--- src/rtl/tiled_gemm_scheduler_if.sv ---
// rtl/tiled_gemm_scheduler_if.sv - MXU/VPU command and completion bundle for the tiled GEMM scheduler
interface tiled_gemm_scheduler_if #(
    parameter int ADDR_W = 20
);
    logic              mxu_cmd_valid;
    logic              mxu_cmd_ready;
    logic [ADDR_W-1:0] mxu_cmd_a;
    logic [ADDR_W-1:0] mxu_cmd_b;
    logic [ADDR_W-1:0] mxu_cmd_dst;
    logic              mxu_done;
    logic              vpu_cmd_valid;
    logic              vpu_cmd_ready;
    logic [ADDR_W-1:0] vpu_cmd_src0;
    logic [ADDR_W-1:0] vpu_cmd_src1;
    logic [ADDR_W-1:0] vpu_cmd_dst;
    logic              vpu_done;

    modport master (
        output mxu_cmd_valid, mxu_cmd_a, mxu_cmd_b, mxu_cmd_dst,
        input  mxu_cmd_ready, mxu_done,
        output vpu_cmd_valid, vpu_cmd_src0, vpu_cmd_src1, vpu_cmd_dst,
        input  vpu_cmd_ready, vpu_done
    );

    modport slave (
        input  mxu_cmd_valid, mxu_cmd_a, mxu_cmd_b, mxu_cmd_dst,
        output mxu_cmd_ready, mxu_done,
        input  vpu_cmd_valid, vpu_cmd_src0, vpu_cmd_src1, vpu_cmd_dst,
        output vpu_cmd_ready, vpu_done
    );
endinterface

--- src/rtl/tiled_gemm_scheduler.sv ---
// rtl/tiled_gemm_scheduler.sv - walks (m,n,k) tiles issuing MXU tile GEMMs and VPU K-accumulation adds
module tiled_gemm_scheduler #(
    parameter int ADDR_W     = 20,
    parameter int CNT_W      = 8,
    parameter int TILE_WORDS = 4
) (
    input  logic              clk,
    input  logic              rst,
    input  logic              cfg_start,
    input  logic [CNT_W-1:0]  cfg_m_tiles,
    input  logic [CNT_W-1:0]  cfg_n_tiles,
    input  logic [CNT_W-1:0]  cfg_k_tiles,
    input  logic [ADDR_W-1:0] cfg_a_base,
    input  logic [ADDR_W-1:0] cfg_b_base,
    input  logic [ADDR_W-1:0] cfg_c_base,
    input  logic [ADDR_W-1:0] cfg_scr_base,
    output logic              busy,
    output logic              done,
    output logic              err,
    tiled_gemm_scheduler_if.master cmd
);
    localparam int IDX_W = 2 * CNT_W;

    typedef enum logic [2:0] {
        IDLE, ISSUE_MXU, WAIT_MXU, ISSUE_VPU, WAIT_VPU, ADVANCE, FINISH
    } state_t;

    state_t            state_q, state_d;
    logic [CNT_W-1:0]  m_tiles_q, m_tiles_d, n_tiles_q, n_tiles_d, k_tiles_q, k_tiles_d;
    logic [CNT_W-1:0]  m_q, m_d, n_q, n_d, k_q, k_d;
    logic [ADDR_W-1:0] a_base_q, a_base_d, b_base_q, b_base_d;
    logic [ADDR_W-1:0] c_base_q, c_base_d, scr_base_q, scr_base_d;
    logic              busy_q, busy_d, done_q, done_d, err_q, err_d;
    logic              mxu_valid_q, mxu_valid_d, vpu_valid_q, vpu_valid_d;
    logic              last_m, last_n, last_k, last_tile;
    logic [ADDR_W-1:0] a_addr, b_addr, c_addr;

    // Row-major tile index scaled by the tile stride; the index cannot overflow IDX_W.
    function automatic logic [ADDR_W-1:0] tile_addr(input logic [ADDR_W-1:0] base,
                                                    input logic [CNT_W-1:0]  row,
                                                    input logic [CNT_W-1:0]  cols,
                                                    input logic [CNT_W-1:0]  col);
        logic [IDX_W-1:0] idx;
        idx = IDX_W'(row) * IDX_W'(cols) + IDX_W'(col);
        return base + ADDR_W'(idx) * ADDR_W'(TILE_WORDS);
    endfunction

    assign last_m    = (m_q == m_tiles_q - CNT_W'(1));
    assign last_n    = (n_q == n_tiles_q - CNT_W'(1));
    assign last_k    = (k_q == k_tiles_q - CNT_W'(1));
    assign last_tile = last_m && last_n && last_k;

    // Addresses follow the registered tile counters, so they are stable while a command waits for ready.
    assign a_addr = tile_addr(a_base_q, m_q, k_tiles_q, k_q);
    assign b_addr = tile_addr(b_base_q, k_q, n_tiles_q, n_q);
    assign c_addr = tile_addr(c_base_q, m_q, n_tiles_q, n_q);

    assign cmd.mxu_cmd_valid = mxu_valid_q;
    assign cmd.mxu_cmd_a     = a_addr;
    assign cmd.mxu_cmd_b     = b_addr;
    assign cmd.mxu_cmd_dst   = (k_q == '0) ? c_addr : scr_base_q;
    assign cmd.vpu_cmd_valid = vpu_valid_q;
    assign cmd.vpu_cmd_src0  = c_addr;
    assign cmd.vpu_cmd_src1  = scr_base_q;
    assign cmd.vpu_cmd_dst   = c_addr;
    assign busy              = busy_q;
    assign done              = done_q;
    assign err               = err_q;

    // Next-state logic: the final completion jumps straight to FINISH so done lands one cycle after it.
    always_comb begin
        state_d     = state_q;
        m_tiles_d   = m_tiles_q;
        n_tiles_d   = n_tiles_q;
        k_tiles_d   = k_tiles_q;
        m_d         = m_q;
        n_d         = n_q;
        k_d         = k_q;
        a_base_d    = a_base_q;
        b_base_d    = b_base_q;
        c_base_d    = c_base_q;
        scr_base_d  = scr_base_q;
        busy_d      = busy_q;
        done_d      = 1'b0;
        err_d       = 1'b0;
        mxu_valid_d = mxu_valid_q;
        vpu_valid_d = vpu_valid_q;
        case (state_q)
            IDLE: begin
                if (cfg_start) begin
                    m_tiles_d  = cfg_m_tiles;
                    n_tiles_d  = cfg_n_tiles;
                    k_tiles_d  = cfg_k_tiles;
                    a_base_d   = cfg_a_base;
                    b_base_d   = cfg_b_base;
                    c_base_d   = cfg_c_base;
                    scr_base_d = cfg_scr_base;
                    m_d        = '0;
                    n_d        = '0;
                    k_d        = '0;
                    if (cfg_m_tiles == '0 || cfg_n_tiles == '0 || cfg_k_tiles == '0) begin
                        done_d  = 1'b1;
                        err_d   = 1'b1;
                        state_d = FINISH;
                    end else begin
                        busy_d      = 1'b1;
                        mxu_valid_d = 1'b1;
                        state_d     = ISSUE_MXU;
                    end
                end
            end
            ISSUE_MXU: begin
                if (cmd.mxu_cmd_ready) begin
                    mxu_valid_d = 1'b0;
                    state_d     = WAIT_MXU;
                end
            end
            WAIT_MXU: begin
                if (cmd.mxu_done) begin
                    if (k_q != '0) begin
                        vpu_valid_d = 1'b1;
                        state_d     = ISSUE_VPU;
                    end else if (last_tile) begin
                        done_d  = 1'b1;
                        busy_d  = 1'b0;
                        state_d = FINISH;
                    end else begin
                        state_d = ADVANCE;
                    end
                end
            end
            ISSUE_VPU: begin
                if (cmd.vpu_cmd_ready) begin
                    vpu_valid_d = 1'b0;
                    state_d     = WAIT_VPU;
                end
            end
            WAIT_VPU: begin
                if (cmd.vpu_done) begin
                    if (last_tile) begin
                        done_d  = 1'b1;
                        busy_d  = 1'b0;
                        state_d = FINISH;
                    end else begin
                        state_d = ADVANCE;
                    end
                end
            end
            ADVANCE: begin
                if (last_k) begin
                    k_d = '0;
                    if (last_n) begin
                        n_d = '0;
                        m_d = m_q + CNT_W'(1);
                    end else begin
                        n_d = n_q + CNT_W'(1);
                    end
                end else begin
                    k_d = k_q + CNT_W'(1);
                end
                mxu_valid_d = 1'b1;
                state_d     = ISSUE_MXU;
            end
            FINISH: begin
                state_d = IDLE;
            end
            default: begin
                state_d = IDLE;
            end
        endcase
    end

    // State register with synchronous reset; reset drops every output and counter at once.
    always_ff @(posedge clk) begin
        if (rst) begin
            state_q     <= IDLE;
            m_tiles_q   <= '0;
            n_tiles_q   <= '0;
            k_tiles_q   <= '0;
            m_q         <= '0;
            n_q         <= '0;
            k_q         <= '0;
            a_base_q    <= '0;
            b_base_q    <= '0;
            c_base_q    <= '0;
            scr_base_q  <= '0;
            busy_q      <= 1'b0;
            done_q      <= 1'b0;
            err_q       <= 1'b0;
            mxu_valid_q <= 1'b0;
            vpu_valid_q <= 1'b0;
        end else begin
            state_q     <= state_d;
            m_tiles_q   <= m_tiles_d;
            n_tiles_q   <= n_tiles_d;
            k_tiles_q   <= k_tiles_d;
            m_q         <= m_d;
            n_q         <= n_d;
            k_q         <= k_d;
            a_base_q    <= a_base_d;
            b_base_q    <= b_base_d;
            c_base_q    <= c_base_d;
            scr_base_q  <= scr_base_d;
            busy_q      <= busy_d;
            done_q      <= done_d;
            err_q       <= err_d;
            mxu_valid_q <= mxu_valid_d;
            vpu_valid_q <= vpu_valid_d;
        end
    end
endmodule

--- src/flat_wrapper.sv ---
// flat-port wrapper written by rule: the top's interface ports become plain ports
module tiled_gemm_scheduler_flat 
#(
    parameter int ADDR_W     = 20,
    parameter int CNT_W      = 8,
    parameter int TILE_WORDS = 4
)
  (clk, rst, cfg_start, cfg_m_tiles, cfg_n_tiles, cfg_k_tiles, cfg_a_base, cfg_b_base, cfg_c_base, cfg_scr_base, busy, done, err, cmd_mxu_cmd_valid, cmd_mxu_cmd_a, cmd_mxu_cmd_b, cmd_mxu_cmd_dst, cmd_mxu_cmd_ready, cmd_mxu_done, cmd_vpu_cmd_valid, cmd_vpu_cmd_src0, cmd_vpu_cmd_src1, cmd_vpu_cmd_dst, cmd_vpu_cmd_ready, cmd_vpu_done);
  tiled_gemm_scheduler_if #(.ADDR_W(ADDR_W)) cmd_i ();
  input  logic clk;
  input  logic rst;
  input  logic cfg_start;
  input  logic [CNT_W-1:0] cfg_m_tiles;
  input  logic [CNT_W-1:0] cfg_n_tiles;
  input  logic [CNT_W-1:0] cfg_k_tiles;
  input  logic [ADDR_W-1:0] cfg_a_base;
  input  logic [ADDR_W-1:0] cfg_b_base;
  input  logic [ADDR_W-1:0] cfg_c_base;
  input  logic [ADDR_W-1:0] cfg_scr_base;
  output logic busy;
  output logic done;
  output logic err;
  output wire logic [$bits(cmd_i.mxu_cmd_valid)-1:0] cmd_mxu_cmd_valid;
  output wire logic [$bits(cmd_i.mxu_cmd_a)-1:0] cmd_mxu_cmd_a;
  output wire logic [$bits(cmd_i.mxu_cmd_b)-1:0] cmd_mxu_cmd_b;
  output wire logic [$bits(cmd_i.mxu_cmd_dst)-1:0] cmd_mxu_cmd_dst;
  input wire logic [$bits(cmd_i.mxu_cmd_ready)-1:0] cmd_mxu_cmd_ready;
  input wire logic [$bits(cmd_i.mxu_done)-1:0] cmd_mxu_done;
  output wire logic [$bits(cmd_i.vpu_cmd_valid)-1:0] cmd_vpu_cmd_valid;
  output wire logic [$bits(cmd_i.vpu_cmd_src0)-1:0] cmd_vpu_cmd_src0;
  output wire logic [$bits(cmd_i.vpu_cmd_src1)-1:0] cmd_vpu_cmd_src1;
  output wire logic [$bits(cmd_i.vpu_cmd_dst)-1:0] cmd_vpu_cmd_dst;
  input wire logic [$bits(cmd_i.vpu_cmd_ready)-1:0] cmd_vpu_cmd_ready;
  input wire logic [$bits(cmd_i.vpu_done)-1:0] cmd_vpu_done;
  assign cmd_mxu_cmd_valid = cmd_i.mxu_cmd_valid;
  assign cmd_mxu_cmd_a = cmd_i.mxu_cmd_a;
  assign cmd_mxu_cmd_b = cmd_i.mxu_cmd_b;
  assign cmd_mxu_cmd_dst = cmd_i.mxu_cmd_dst;
  assign cmd_i.mxu_cmd_ready = cmd_mxu_cmd_ready;
  assign cmd_i.mxu_done = cmd_mxu_done;
  assign cmd_vpu_cmd_valid = cmd_i.vpu_cmd_valid;
  assign cmd_vpu_cmd_src0 = cmd_i.vpu_cmd_src0;
  assign cmd_vpu_cmd_src1 = cmd_i.vpu_cmd_src1;
  assign cmd_vpu_cmd_dst = cmd_i.vpu_cmd_dst;
  assign cmd_i.vpu_cmd_ready = cmd_vpu_cmd_ready;
  assign cmd_i.vpu_done = cmd_vpu_done;
  tiled_gemm_scheduler #(.ADDR_W(ADDR_W), .CNT_W(CNT_W), .TILE_WORDS(TILE_WORDS)) u_core (.clk(clk), .rst(rst), .cfg_start(cfg_start), .cfg_m_tiles(cfg_m_tiles), .cfg_n_tiles(cfg_n_tiles), .cfg_k_tiles(cfg_k_tiles), .cfg_a_base(cfg_a_base), .cfg_b_base(cfg_b_base), .cfg_c_base(cfg_c_base), .cfg_scr_base(cfg_scr_base), .busy(busy), .done(done), .err(err), .cmd(cmd_i));
endmodule
--- config.mk ---
export PLATFORM = sky130hd
export DESIGN_NAME = tiled_gemm_scheduler_flat
export DESIGN_NICKNAME = d
export VERILOG_FILES = /design/src/rtl/tiled_gemm_scheduler_if.sv /design/src/rtl/tiled_gemm_scheduler.sv /design/src/flat_wrapper.sv
export SDC_FILE = /design/constraint.sdc
export NUM_CORES = 1
export LEC_CHECK = 0
export ABC_AREA = 1
export CORE_UTILIZATION = 53
export DETAILED_ROUTE_END_ITERATION = 8
export GPL_ROUTABILITY_DRIVEN = 0
export HOLD_SLACK_MARGIN = 0.03
export PLACE_DENSITY = 0.79
export SYNTH_ARGS = -nofsm -noshare
export SYNTH_HDL_FRONTEND = slang
export SYNTH_SLANG_ARGS = --single-unit
--- constraint.sdc ---
create_clock -name clk -period 9.4 [get_ports clk]
set_input_delay 1.88 -clock clk [delete_from_list [all_inputs] [get_ports clk]]
set_output_delay 1.88 -clock clk [all_outputs]
set_load 0.05 [all_outputs]
==> impl_metrics.csv <==
group,metric,value,unit
run_status,status,"completed",
sta,period_minus_ws_final,9.13,ns
power,internal-power,1.69,mW
clocking,clock_tree.htree_level_count,4,
clocking,number_of_clock_sinks,136,
die,core-area,29700,sq um
global_route,global_route.usage.total,28.6,%
power,power.net_switching,1.68,mW
die,die_w,176,um
synth,synth_seq_cells,136,
die,die_height,176,um
global_route,global_route.overflow_total,0,
clocking,cts.reportedPaths.clkPinSlew,0.06,ns
global_route,grt_max_degree,77,
final_layout,synthToLayoutAreaGrowth,18.5,%
power,power.clock.fraction,20.7,%
drt,vias,15100,
drt,post-route-drc-count,0,
clocking,worstSkewPairLatency,0.45,ns
synth,synth_enable_flop_cells,0,
sta,final_min_period_over_clock_period,97.1,%
clocking,cts_buf_count,17,
final_layout,post_route_cells_drive_above_1_share,3.68,%
power,ir_worst_vdd,182,uV
sta,worst_clock_skew,0.0120,ns
final_layout,finish.cell_count_without_fillers,2863,
synth,async_flop_share,0,%
synth,syn-cell-area,16000,sq um
flow_run,maxCapViolations,0,
sta,final_max_slew_viol_count,0,
synth,yosys.cell_types.count,51,
setup_path,critical_path_class,"reg -> out",
sta,max-slew-margin-rel,35.6,%
place,placedCellCount,2831,
sta,clock.fmax,110,MHz
clocking,post_cts.repair.setup_buffers,0,
die,start_util,53.9,%
synth,seq_area_frac_synth,17.0,%
power,power_leakage,10.2,nW
synth,yosys_warnings,0,
power,p_seq_share,25.4,%
sta,grt_setup_unrepaired,"no",
synth,syn-mean-instance-area,6.94,sq um
drt,detailedRoute.firstIterationViolations,1117,
clocking,cts_root_buf,"sky130_fd_sc_hd__clkbuf_16",
power,cellPowerDensity,178,nW/um^2
sta,totalNegativeSetupSlack,0,ns
global_route,grt_antenna_before_repair,1,
synth,synthesized_netlist_cell_count,2308,
setup_path,cp.arrival,7.25,ns
drt,detail_route.wirelength,43.1,mm
sta,worst-slew-pin-transition,0.966,ns
drt,drtPass1Iterations,6,
final_layout,final_nets,2869,
final_layout,antenna_cells_inserted,0,
power,combPwrFrac,53.9,%
setup_path,path_max_fanout,14,
sta,setup_viol_count_final,0,
drt,antenna_violating_nets_post_route,0,
die,std_cell_rows,63,
global_route,grt_first_pass_wirelength,71.2,mm
die,io_pins,236,
setup_path,timing.critical_path.from_type,"register",
synth,syn_nets,2717,
power,post-layout-total-power,3.38,mW
min_path,hold_crit_path_type,"reg -> reg",
setup_path,end_kind,"primary output",
sta,final_hold_viol_count,0,
final_layout,layout.filler_cells,2549,
drt,drt-vias-per-instance,5.28,
place,dp.final_hpwl,33.7,mm
clocking,clockBufferDepth,2,
place,port_buffers,235,
global_route,number_of_global_route_vias_before_repair,15100,
die,die_area,30900,sq um
clocking,cts_tree,"done",
power,power.share.switching,49.9,%
drt,post_drt_wl_per_cell,15.1,um
synth,dominantRegCellSynth,"sky130_fd_sc_hd__dfxtp_1",
setup_path,cp_data_required_time,7.52,ns
-- final timing paths --
| path | startpoint | endpoint | slack (ns) | cells after the start |
|---|---|---|---|---|
| max | u_core.k_q[6] | cmd_mxu_cmd_a[18] | 0.27 | 25 |
| min | u_core.busy | u_core.busy | 0.46 | 2 |
| max reg2reg | u_core.state_q[1] | u_core.b_base_q[2] | 6.55 | 9 |
| min reg2reg | u_core.busy | u_core.busy | 0.46 | 2 |
-- synthesized netlist by cell type, types with 3 or more instances --
cell type / number / area share, %
sky130_fd_sc_hd__o211ai_1: 4 / 0.19
sky130_fd_sc_hd__o21ai_0: 105 / 3.3
sky130_fd_sc_hd__buf_4: 27 / 1.3
sky130_fd_sc_hd__o21a_1: 3 / 0.14
sky130_fd_sc_hd__or2_2: 4 / 0.16
sky130_fd_sc_hd__and2_1: 3 / 0.12
sky130_fd_sc_hd__ha_1: 163 / 13
sky130_fd_sc_hd__a21oi_1: 209 / 6.5
sky130_fd_sc_hd__buf_6: 5 / 0.35
sky130_fd_sc_hd__xor2_1: 69 / 3.8
sky130_fd_sc_hd__a221oi_1: 3 / 0.16
sky130_fd_sc_hd__a31oi_1: 6 / 0.23
sky130_fd_sc_hd__nand2_4: 3 / 0.21
sky130_fd_sc_hd__nand4_1: 13 / 0.51
sky130_fd_sc_hd__inv_1: 467 / 11
sky130_fd_sc_hd__inv_2: 4 / 0.094
sky130_fd_sc_hd__nor2_1: 101 / 2.4
sky130_fd_sc_hd__nor3b_1: 4 / 0.19
sky130_fd_sc_hd__o21bai_1: 4 / 0.19
sky130_fd_sc_hd__buf_2: 23 / 0.72
sky130_fd_sc_hd__nand2_2: 4 / 0.16
sky130_fd_sc_hd__buf_1: 15 / 0.35
sky130_fd_sc_hd__nor3_1: 17 / 0.53
sky130_fd_sc_hd__nand3_1: 65 / 2.0
sky130_fd_sc_hd__nand2_1: 595 / 14
sky130_fd_sc_hd__xnor2_1: 32 / 1.8
sky130_fd_sc_hd__nor4_1: 12 / 0.47
sky130_fd_sc_hd__clkbuf_1: 47 / 1.1
sky130_fd_sc_hd__dfxtp_1: 136 / 17
sky130_fd_sc_hd__fa_1: 135 / 17
-- flip-flops by register name, indices dropped and copies added (netlist names), 8 cells and up --
name / count
u_core.a_base_q: 20
u_core.b_base_q: 20
u_core.c_base_q: 20
u_core.cmd.vpu_cmd_src1: 20
u_core.k_q: 8
u_core.k_tiles_q: 8
u_core.m_q: 8
u_core.m_tiles_q: 8
u_core.n_q: 8
u_core.n_tiles_q: 8
-- kinds of logic after synthesis --
logic type | after synthesis | share of synthesized area [%]
AOI/OAI and AO/OA | 350 | 11.5
xor gates and xnor gates | 101 | 5.52
adders and majority gates | 298 | 29.6
buffers and inverters | 592 | 15.0
DFF | 136 | 17.0
and+or+nand+nor | 831 | 21.4
-- layout make-up --
| type | instances | area (sq um) | share of cell area [%] |
|---|---|---|---|
| clock buffer | 20 | 457 | 2.41 |
| clock inverter | 12 | 141 | 0.745 |
| inverter | 475 | 1790 | 9.43 |
| multi-input combinational | 1580 | 10900 | 57.4 |
| sequential | 136 | 2740 | 14.4 |
| tap | 390 | 488 | 2.57 |
| timing repair buffer | 250 | 2460 | 13.0 |
-- layout by cell type (no fill, tap or decap), types with 3 or more instances in the layout --
cell type                         instances
sky130_fd_sc_hd__nor3b_1                  4
sky130_fd_sc_hd__or2_2                    4
sky130_fd_sc_hd__nor2_1                 101
sky130_fd_sc_hd__xnor2_1                 32
sky130_fd_sc_hd__inv_6                    3
sky130_fd_sc_hd__a221oi_1                 3
sky130_fd_sc_hd__dfxtp_2                 14
sky130_fd_sc_hd__nand2_4                  4
sky130_fd_sc_hd__ha_1                   163
sky130_fd_sc_hd__dfxtp_1                122
sky130_fd_sc_hd__o211ai_1                 4
sky130_fd_sc_hd__o21bai_1                 4
sky130_fd_sc_hd__nand3_1                 65
sky130_fd_sc_hd__xor2_1                  69
sky130_fd_sc_hd__and2_1                   3
sky130_fd_sc_hd__fa_1                   135
sky130_fd_sc_hd__nand2_1                594
sky130_fd_sc_hd__nor4_1                  12
sky130_fd_sc_hd__a21oi_1                209
sky130_fd_sc_hd__nand4_1                 13
sky130_fd_sc_hd__clkinv_2                 3
sky130_fd_sc_hd__inv_2                    5
sky130_fd_sc_hd__nand2_2                  4
sky130_fd_sc_hd__nor3_1                  17
sky130_fd_sc_hd__clkinv_4                 4
sky130_fd_sc_hd__inv_1                  466
sky130_fd_sc_hd__clkdlybuf4s50_1        232
sky130_fd_sc_hd__a31oi_1                  6
sky130_fd_sc_hd__o21ai_0                105
sky130_fd_sc_hd__buf_4                   15
sky130_fd_sc_hd__o21a_1                   3
sky130_fd_sc_hd__clkbuf_16               17
-- metrics by stage --
step	hold slack [ns]	area (sq um)	setup WS, ns	util, %
floorplan	0.441	16000	0.793	-
global placement	0.446	18400	0.891	61.8
detailed placement	0.447	18400	0.702	61.8
CTS	0.464	19000	0.200	63.8
global route	0.488	19000	0.00119	63.9
finish	0.465	19000	0.275	63.9
-- critical path, stage by stage, from the launching register on --
cell	delay, ns
sky130_fd_sc_hd__dfxtp_1	0.61
sky130_fd_sc_hd__inv_1	0.23
sky130_fd_sc_hd__fa_1	0.57
sky130_fd_sc_hd__inv_1	0.05
sky130_fd_sc_hd__fa_1	0.51
sky130_fd_sc_hd__inv_1	0.07
sky130_fd_sc_hd__fa_1	0.49
sky130_fd_sc_hd__fa_1	0.50
sky130_fd_sc_hd__inv_1	0.04
sky130_fd_sc_hd__ha_1	0.28
sky130_fd_sc_hd__inv_1	0.07
sky130_fd_sc_hd__o21bai_1	0.28
sky130_fd_sc_hd__a21oi_1	0.18
sky130_fd_sc_hd__o21ai_0	0.46
sky130_fd_sc_hd__xor2_1	0.21
sky130_fd_sc_hd__inv_1	0.07
sky130_fd_sc_hd__ha_1	0.33
sky130_fd_sc_hd__a21oi_1	0.16
sky130_fd_sc_hd__o21ai_0	0.11
sky130_fd_sc_hd__a21oi_1	0.11
sky130_fd_sc_hd__o21ai_0	0.13
sky130_fd_sc_hd__a21oi_1	0.15
sky130_fd_sc_hd__nor2_1	0.05
sky130_fd_sc_hd__nor2_1	0.12
sky130_fd_sc_hd__xor2_1	0.18
sky130_fd_sc_hd__clkdlybuf4s50_1	0.82
-- what timing repair did --
action / 4_1_cts / 5_1_grt
hold endpoints to repair: 0 / 0
hold buffers: 0 / 0
setup endpoints to repair: 0 / 15
gates resized for setup: 0 / 16
-- per-layer routing --
metal  global-route usage [%]  share of wire [%]  vias up
met5                        0              0.030        -
li1                         -                  -     7384
met3                     6.49                7.2       99
met2                     48.9                 48      539
met1                     35.1                 42     7098
met4                     10.3                2.7        2
-- power by group through the flow --
stage / Clock, mW / Combinational (mW) / Sequential (mW)
2_1_floorplan: 0 / 1.30 / 0.861
4_1_cts: 0.707 / 1.81 / 0.850
3_3_place_gp: 0 / 1.78 / 0.856
3_5_place_dp: 0 / 1.81 / 0.861
5_1_grt: 0.731 / 1.95 / 0.874
6_report: 0.700 / 1.82 / 0.857
Note: power is estimated with default switching activity, not from simulation.
